===== src/rtl/time_counter.sv =====
// time_counter: BCD HH:MM:SS clock with 1 Hz prescaler and set mode; TWELVE_HOUR_EN selects 12-hour display with pm flag
module time_counter #(
  parameter int DIV = 100000000
) (
  input  logic        clk,
  input  logic        rst,
  input  logic        set_mode,
  input  logic        inc_min,
  input  logic        inc_hour,
  input  logic        clr_sec,
  output logic [15:0] currenttime,
  output logic [7:0]  hours,
  output logic        pm,
  output logic        sec_tick,
  output logic        on_hour
);
`ifdef TWELVE_HOUR_EN
  localparam logic [7:0] HR_TOP = 8'h12, HR_WRAP = 8'h01, HR_RST = 8'h12;
  localparam logic TWELVE = 1'b1;
`else
  localparam logic [7:0] HR_TOP = 8'h23, HR_WRAP = 8'h00, HR_RST = 8'h00;
  localparam logic TWELVE = 1'b0;
`endif
  localparam int CW = $clog2(DIV);
  function automatic logic [7:0] bcd_inc(input logic [7:0] v, input logic [7:0] top, input logic [7:0] wrap);
    return (v == top) ? wrap : (v[3:0] == 4'd9) ? {v[7:4] + 4'd1, 4'd0} : v + 8'd1;
  endfunction
  logic [CW-1:0] cnt;
  logic          tick, sec_wrap, min_wrap, pm_flip;
  logic [7:0]    hr_inc;
  assign tick     = !set_mode && cnt == CW'(DIV - 1);
  assign sec_wrap = currenttime[7:0] == 8'h59;
  assign min_wrap = currenttime[15:8] == 8'h59;
  assign hr_inc   = bcd_inc(hours, HR_TOP, HR_WRAP);
  assign pm_flip  = TWELVE && hours == 8'h11;
  always_ff @(posedge clk or posedge rst) begin
    if (rst) begin
      cnt         <= '0;
      currenttime <= 16'h0000;
      hours       <= HR_RST;
      pm          <= 1'b0;
      sec_tick    <= 1'b0;
      on_hour     <= 1'b0;
    end else begin
      cnt      <= (set_mode || tick) ? '0 : cnt + CW'(1);
      sec_tick <= tick;
      on_hour  <= tick && sec_wrap && min_wrap;
      if (tick) begin
        currenttime[7:0] <= bcd_inc(currenttime[7:0], 8'h59, 8'h00);
        if (sec_wrap) currenttime[15:8] <= bcd_inc(currenttime[15:8], 8'h59, 8'h00);
        if (sec_wrap && min_wrap) begin
          hours <= hr_inc;
          pm    <= pm ^ pm_flip;
        end
      end else if (set_mode) begin
        if (inc_min) currenttime[15:8] <= bcd_inc(currenttime[15:8], 8'h59, 8'h00);
        if (clr_sec) currenttime[7:0] <= 8'h00;
        if (inc_hour) begin
          hours <= hr_inc;
          pm    <= pm ^ pm_flip;
        end
      end
    end
  end
endmodule

===== config.mk =====
export PLATFORM = sky130hd
export DESIGN_NAME = time_counter
export DESIGN_NICKNAME = d
export VERILOG_FILES = /design/src/rtl/time_counter.sv
export SDC_FILE = /design/constraint.sdc
export NUM_CORES = 1
export LEC_CHECK = 0
export ABC_AREA = 1
export CAP_MARGIN = 20
export CORE_UTILIZATION = 50
export DETAILED_ROUTE_END_ITERATION = 10
export DONT_BUFFER_PORTS = 1
export GPL_TIMING_DRIVEN = 1
export PLACE_DENSITY_LB_ADDON = 0.05
export SYNTH_ARGS = -nofsm -noshare
export SYNTH_HDL_FRONTEND = slang
export SYNTH_SLANG_ARGS = --single-unit

===== constraint.sdc =====
create_clock -name clk -period 3.9 [get_ports clk]
set_clock_uncertainty 0.05 [all_clocks]
set_input_delay 0.78 -clock clk [delete_from_list [all_inputs] [get_ports clk]]
set_output_delay 0.78 -clock clk [all_outputs]
set_load 0.03 [all_outputs]

==> results of run 1 <==
routing by layer:
metal  vias to the layer above  GRT usage  part of all wire
met5                         -          0                 0
met4                         0    0.05758            0.0070
met3                         5    0.03810             0.045
met2                        66     0.3506              0.45
met1                      1374     0.3092              0.49
li1                       1532          -                 -
cells in the final DEF (no fill, tap or decap):
master,count
inv_1,50
nand3_2,11
ha_1,13
nor4_1,1
a21oi_1,7
xnor2_1,7
clkinv_2,1
nand4_1,9
o21ai_2,2
nor2_8,1
clkbuf_8,5
nor2_4,5
conb_1,1
o21ai_4,1
dfrtp_1,53
xor2_1,11
nor3_2,1
o21ai_1,9
nand2_1,133
nand2_4,4
nor2_1,73
nand3_1,41
nand2_8,1
buf_12,1
buf_4,1
a31oi_1,2
o21ai_0,3
bufinv_16,1
inv_2,12
nand3_4,5
nor3_1,16
nor2_2,6
nand2_2,1
layout make-up:
class | instances | area (µm²) | share of cell area
Clock buffer | 5 | 68.82 | 0.01816
Sequential cell | 53 | 1326 | 0.3500
Inverter | 62 | 232.7 | 0.06141
Tap cell | 96 | 120.1 | 0.03169
Multi-Input combinational cell | 364 | 1979 | 0.5223
Clock inverter | 2 | 35.03 | 0.009244
Timing Repair Buffer | 2 | 27.53 | 0.007263
cell families (layout without fill, tap and decap cells):
family                     Yosys count  after routing
other                                1              1
and+or+nand+nor                    308            308
adders and majority gates           13             13
DFF                                 53             53
buffers and inverters               68             71
xor gates and xnor gates            18             18
AOI/OAI and AO/OA                   24             24
per-stage QoR:
stage | instance area, µm² | cells | utilization | worst slack, ps | hold slack, ps
after floorplan | 3581 | 485 | - | 1784 | 401.3
after global placement | 3666 | 576 | 0.5337 | 1887 | 417.9
after detailed placement | 3666 | 576 | 0.5337 | 1850 | 442.8
after CTS | 3770 | 583 | 0.5488 | 1821 | 454.9
after global routing | 3790 | 584 | 0.5517 | 1638 | 338.7
final | 3790 | 584 | 0.5517 | 1835 | 306.4
power groups by stage:
stage               Sequential (µW)  Clock [µW]  Combinational [µW]
global placement                816           0                 261
finish                          804         368                 267
detailed placement              817           0                 270
CTS                             806         382                 270
global route                    821         399                 319
floorplan                       775           0                 250
sequential cells by signal, indices dropped and copies added, names as in the netlist:
name         cells
hours            8
currenttime     16
cnt             27
sec_tick         1
on_hour          1
worst max-delay path: cells and delay by family (launching register included):
family / cells / cell delay, ps
simple gates: 8 / 1000
flops: 1 / 670
fa+ha+maj: 1 / 260
worst paths after layout:
path	start	end	cells past startpoint
setup / recovery	currenttime[8]	hours[2]	9
hold / removal	rst	sec_tick	1
setup reg to reg	currenttime[8]	hours[2]	9
hold reg to reg	cnt[0]	cnt[0]	1
max in group asynchronous	rst	hours[6]	2
min in group clk	cnt[0]	cnt[0]	1
==> results.toml, run 1 <==
[placed_design]
portBuffers = 0
globalplace.congestion = 0.8967
place_hpwl_um = 5722

[logic_synthesis]
synth_top_area_frac = 0.3704
synth_top_family_by_area = "simple AND/OR/NAND/NOR gates"
synth_edf_count = 0
syn_inst = 485
synth_ff_type = "dfrtp_1"
synth_top_area_cell = "dfrtp_1"
synth_warnings = 0
muxShareOfSynthArea = 0
async_flop_share = 1.000
synth-compound-area-share = 0.03948
synth-xor-area-share = 0.04403
ys_seq_area_frac = 0.3704
postSynthAreaPerCell_um2 = 7.383
yosys.area_share.simple = 0.4228
synth.net_count = 504
synth_cell_types = 32
synth_most_common_cell = "nand2_1"
ys_top_cells_by_area = "dfrtp_1, nand2_1, nor2_1, nand3_1, inv_1"
synthTopCellsByCount = "nand2_1, nor2_1, dfrtp_1"
ys_ff_latch = 53
netlist_area_um2 = 3581
synth-adder-area-share = 0.04542

[detailed_routing]
drtPass1Iterations = 5
drt_iter0_drc = 148
antenna_left = 0
dr_total_vias = 2977
vias_per_cell = 5.098
routed_wl_um = 7596
avgRoutedWirePerCell_um = 13.01
drc = 0

[sta]
setup_tns_ps = 0
drv_slew = 0
clock.fmax_mhz = 484.2
slew_headroom = 0.5495
period_share = 0.5295
rsz0062_at_grt = "no"
finalSetupViolCount = 0
hold_viol = 0
period_needed_ps = 2065
worst_slew_pin_slew_ps = 673.2

[finish]
layout-drive-gt1-share = 0.1209
syn_to_final_growth_pct = 5.835
n_antenna_cell = 0
fillCellCount = 698
nets = 507

[power]
power_density_nw_per_um2 = 379.8
ir_worst_vdd_uv = 218.6
clkPwrFrac = 0.256
p_seq_frac = 0.559
intPower_uw = 894.1
power.share.switching = 0.3788
power.total_uw = 1439
p_comb_frac = 0.186
p_switching_uw = 545.3
power_leakage_uw = 0.001756

[worst_setup_path]
cp_data_required_time_ps = 4100
cpPeakStageDelay_ps = 670
critPathKind = "flop to flop"
rrSetupSlack_ps = 1830
cpMostUsedCell = "nand2_1"
worstPathArrival_ps = 2260
crit_fanout = 10
crit_path_cell_trace = "ha_1 -> nand2_1 -> nor2_4 -> nand3_2 -> nor2_2 -> nand3_4 -> nand2_4 -> nand2_1 -> nand2_1"
critPathSlowestCell = "dfrtp_1"
critPathCaptureType = "flop"
cp-start-kind = "flop"

[die]
die_w_um = 86.63
start_util = 0.5213
die_area_um2 = 7504
num_io_pins = 33
rows = 30
die_h_um = 86.63
coreArea_um2 = 6869

[min_path]
worstHoldPathType = "input pin to asynchronous set/reset pin"

[cts]
clockBufferDepth = 2
cts.sinks = 53
holdBufCountCts = 0
cts_root_buffer = "clkbuf_8"
clk_pin_slew_ps = 100
cts_tree = "built"
cts_setup_buffers = 0
cts_buffers = 5
clk_latency_ps = 310
ctsResizeCount = 0
htreeDepth = 2

[global_route]
antenna_found_initial = 0
grt_max_degree = 48
grt_pass1_wl_um = 13050
grt_overflow = 0
grt_usage = 0.2199
grt_pass1_vias = 2818

[run_status]
outcome = "finished clean"

[job]
maxCapViolCount = 0
(Power assumes the default switching activity.)
==> inputs of run 2 (changes only) <==
Clock period 3.9 ns to 2.1 ns, I/O delays scaled along.
==> run 2 against run 1 <==
Compared with the run above: first-iteration DRC count down 34%; maximum frequency rose by 13%; final cell count grew 3.6%; worst hold slack better by 140 ps; core utilization increased by 2.5 points; register-to-register slack got worse by 1600 ps; wire length decreased by 0.21%; clock-buffer cell count increased by 1; total power grew 94%; flip-flop and latch count unchanged; sequential share of layout area fell by 1.5 points.
==> results.toml, run 2 (synthesis gave the netlist of run 1 again) <==
[cts]
cts.sinks = 53
htreeDepth = 2
clk_latency_ps = 310
cts_setup_buffers = 0
clockBufferDepth = 2
cts_tree = "built"
ctsResizeCount = 0
cts_buffers = 5
clk_pin_slew_ps = 100
cts_root_buffer = "clkbuf_8"

[worst_setup_path]
crit_fanout = 9
critPathCaptureType = "flop"
cp-start-kind = "flop"
r2r_cells = 7
cpPeakStageDelay_ps = 400
cp_data_required_time_ps = 2260
rrSetupSlack_ps = 270
r2r_start = "cnt[0]"
r2r-end = "cnt[18]"
critPathKind = "flop to flop"
crit_path_cell_trace = "ha_1 -> nand3_4 -> nor2_4 -> nand2_4 -> o21ai_4 -> buf_4 -> nor3_1"
worstPathArrival_ps = 1990
critPathSlowestCell = "dfrtp_1"

[min_path]
hold_end = "cnt[0]"
worstHoldPathType = "flop to flop"
worst_hold_path.num_cells = 1
min-delay-start = "cnt[0]"

[sta]
slew_headroom = 0.6434
finalSetupViolCount = 0
rsz0062_at_grt = "no"
setup_tns_ps = 0
period_needed_ps = 1831
drv_slew = 0
setup_ws_ps = 268.9
worst_slew_pin_slew_ps = 534.1
hold_viol = 0
clock.fmax_mhz = 546.1
period_share = 0.8719

[power]
ir_worst_vdd_uv = 505.7
power_density_nw_per_um2 = 705.0
power_leakage_uw = 0.001867

[placed_design]
portBuffers = 0
globalplace.congestion = 0.9114
place_hpwl_um = 5994
dp_slack_ps = 283.5

[finish]
layout-drive-gt1-share = 0.1532
seq_area_um2 = 1326
syn_to_final_growth_pct = 10.66
final_cell_mix = "nand2_1, nor2_1, dfrtp_1"
fillCellCount = 677
largest_reg_flops = 27
layout_commonest_cell = "nand2_1"
multi_input_area_um2 = 1979
regMostFlops = "cnt"
n_antenna_cell = 0
nets = 527
top_regs = "cnt: 27 flops, currenttime: 16 flops, hours: 8 flops"

[global_route]
grt_pass1_wl_um = 13300
grt_usage = 0.2253
grt_max_degree = 30
antenna_found_initial = 0
grt_overflow = 0
grt_pass1_vias = 2880

[die]
start_util = 0.5213
die_h_um = 86.63
num_io_pins = 33
rows = 30
die_area_um2 = 7504
die_w_um = 86.63
coreArea_um2 = 6869

[detailed_routing]
vias_per_cell = 4.945
antenna_left = 0
routed_wl_um = 7580
drtPass1Iterations = 4
drt_iter0_drc = 98
drc = 0
dr_total_vias = 2992
avgRoutedWirePerCell_um = 12.53

[job]
maxCapViolCount = 0

[run_status]
outcome = "finished clean"
[run 2: cell count changes in the layout (fill, tap and decap cells not counted), sizes merged]
cell and change:
buf +19, clkbuf +1, dlygate4sd3 +1
[run 2: per-layer routing]
layer / wire length, µm / track usage / up-vias
met5: 0 / 0 / -
met4: 80 / 0.04697 / 0
met2: 3441 / 0.3680 / 55
met3: 256 / 0.03810 / 9
li1: - / - / 1574
met1: 3802 / 0.3155 / 1354
[run 2: what timing repair did]
| item | in CTS | in global routing |
|---|---|---|
| hold buffers | 1 | 0 |
| hold endpoints to repair | 16 | 0 |
| endpoints found under the setup margin | 0 | 0 |
[run 2: how the worst max path moves through the flow]
stage,from,endpoint,slack [ps],depth (start not counted)
3_3_place_gp,cnt[0],cnt[18],330,7
2_1_floorplan,currenttime[8],hours[0],320,9
6_report,cnt[0],cnt[18],270,7
4_1_cts,cnt[0],currenttime[11],260,9
3_5_place_dp,cnt[0],currenttime[11],280,9
5_1_grt,cnt[0],currenttime[15],90,9
[run 2: worst max-delay path: cells and delay by family, from the launching register on]
kind / cells / cell delay (ps)
DFF: 1 / 400
buffers and inverters: 1 / 230
adders and majority gates: 1 / 240
AOI/OAI and AO/OA: 1 / 320
and+or+nand+nor: 4 / 480
[run 2: layout make-up]
cell class / count / share of cell area
well taps: 96 / 0.03031
multi-input cells: 364 / 0.4995
repair buffers: 22 / 0.04863
clock buffers: 6 / 0.01831
inverters: 62 / 0.05873
clock inverters: 2 / 0.009788
flip-flops and latches: 53 / 0.3347
[run 2: stage by stage]
step                      total power, µW  area [µm²]  instances  hold WS, ps  utilization
after floorplan                      1904        3581        485        401.3            -
after global placement               2110        3841        596        331.0       0.5592
after detailed placement             2122        3841        596        331.5       0.5592
after CTS                            2819        3963        605        442.4       0.5769
after global routing                 2987        3963        605        478.8       0.5769
final                                2794        3963        605        442.9       0.5769
[run 2: power breakdown]
group / leakage, µW / internal (µW) / total (µW) / switching (µW)
combinational: 0.00109 / 288 / 796 / 507
clock: 0.0000554 / 358 / 696 / 338
sequential: 0.000726 / 1120 / 1300 / 187
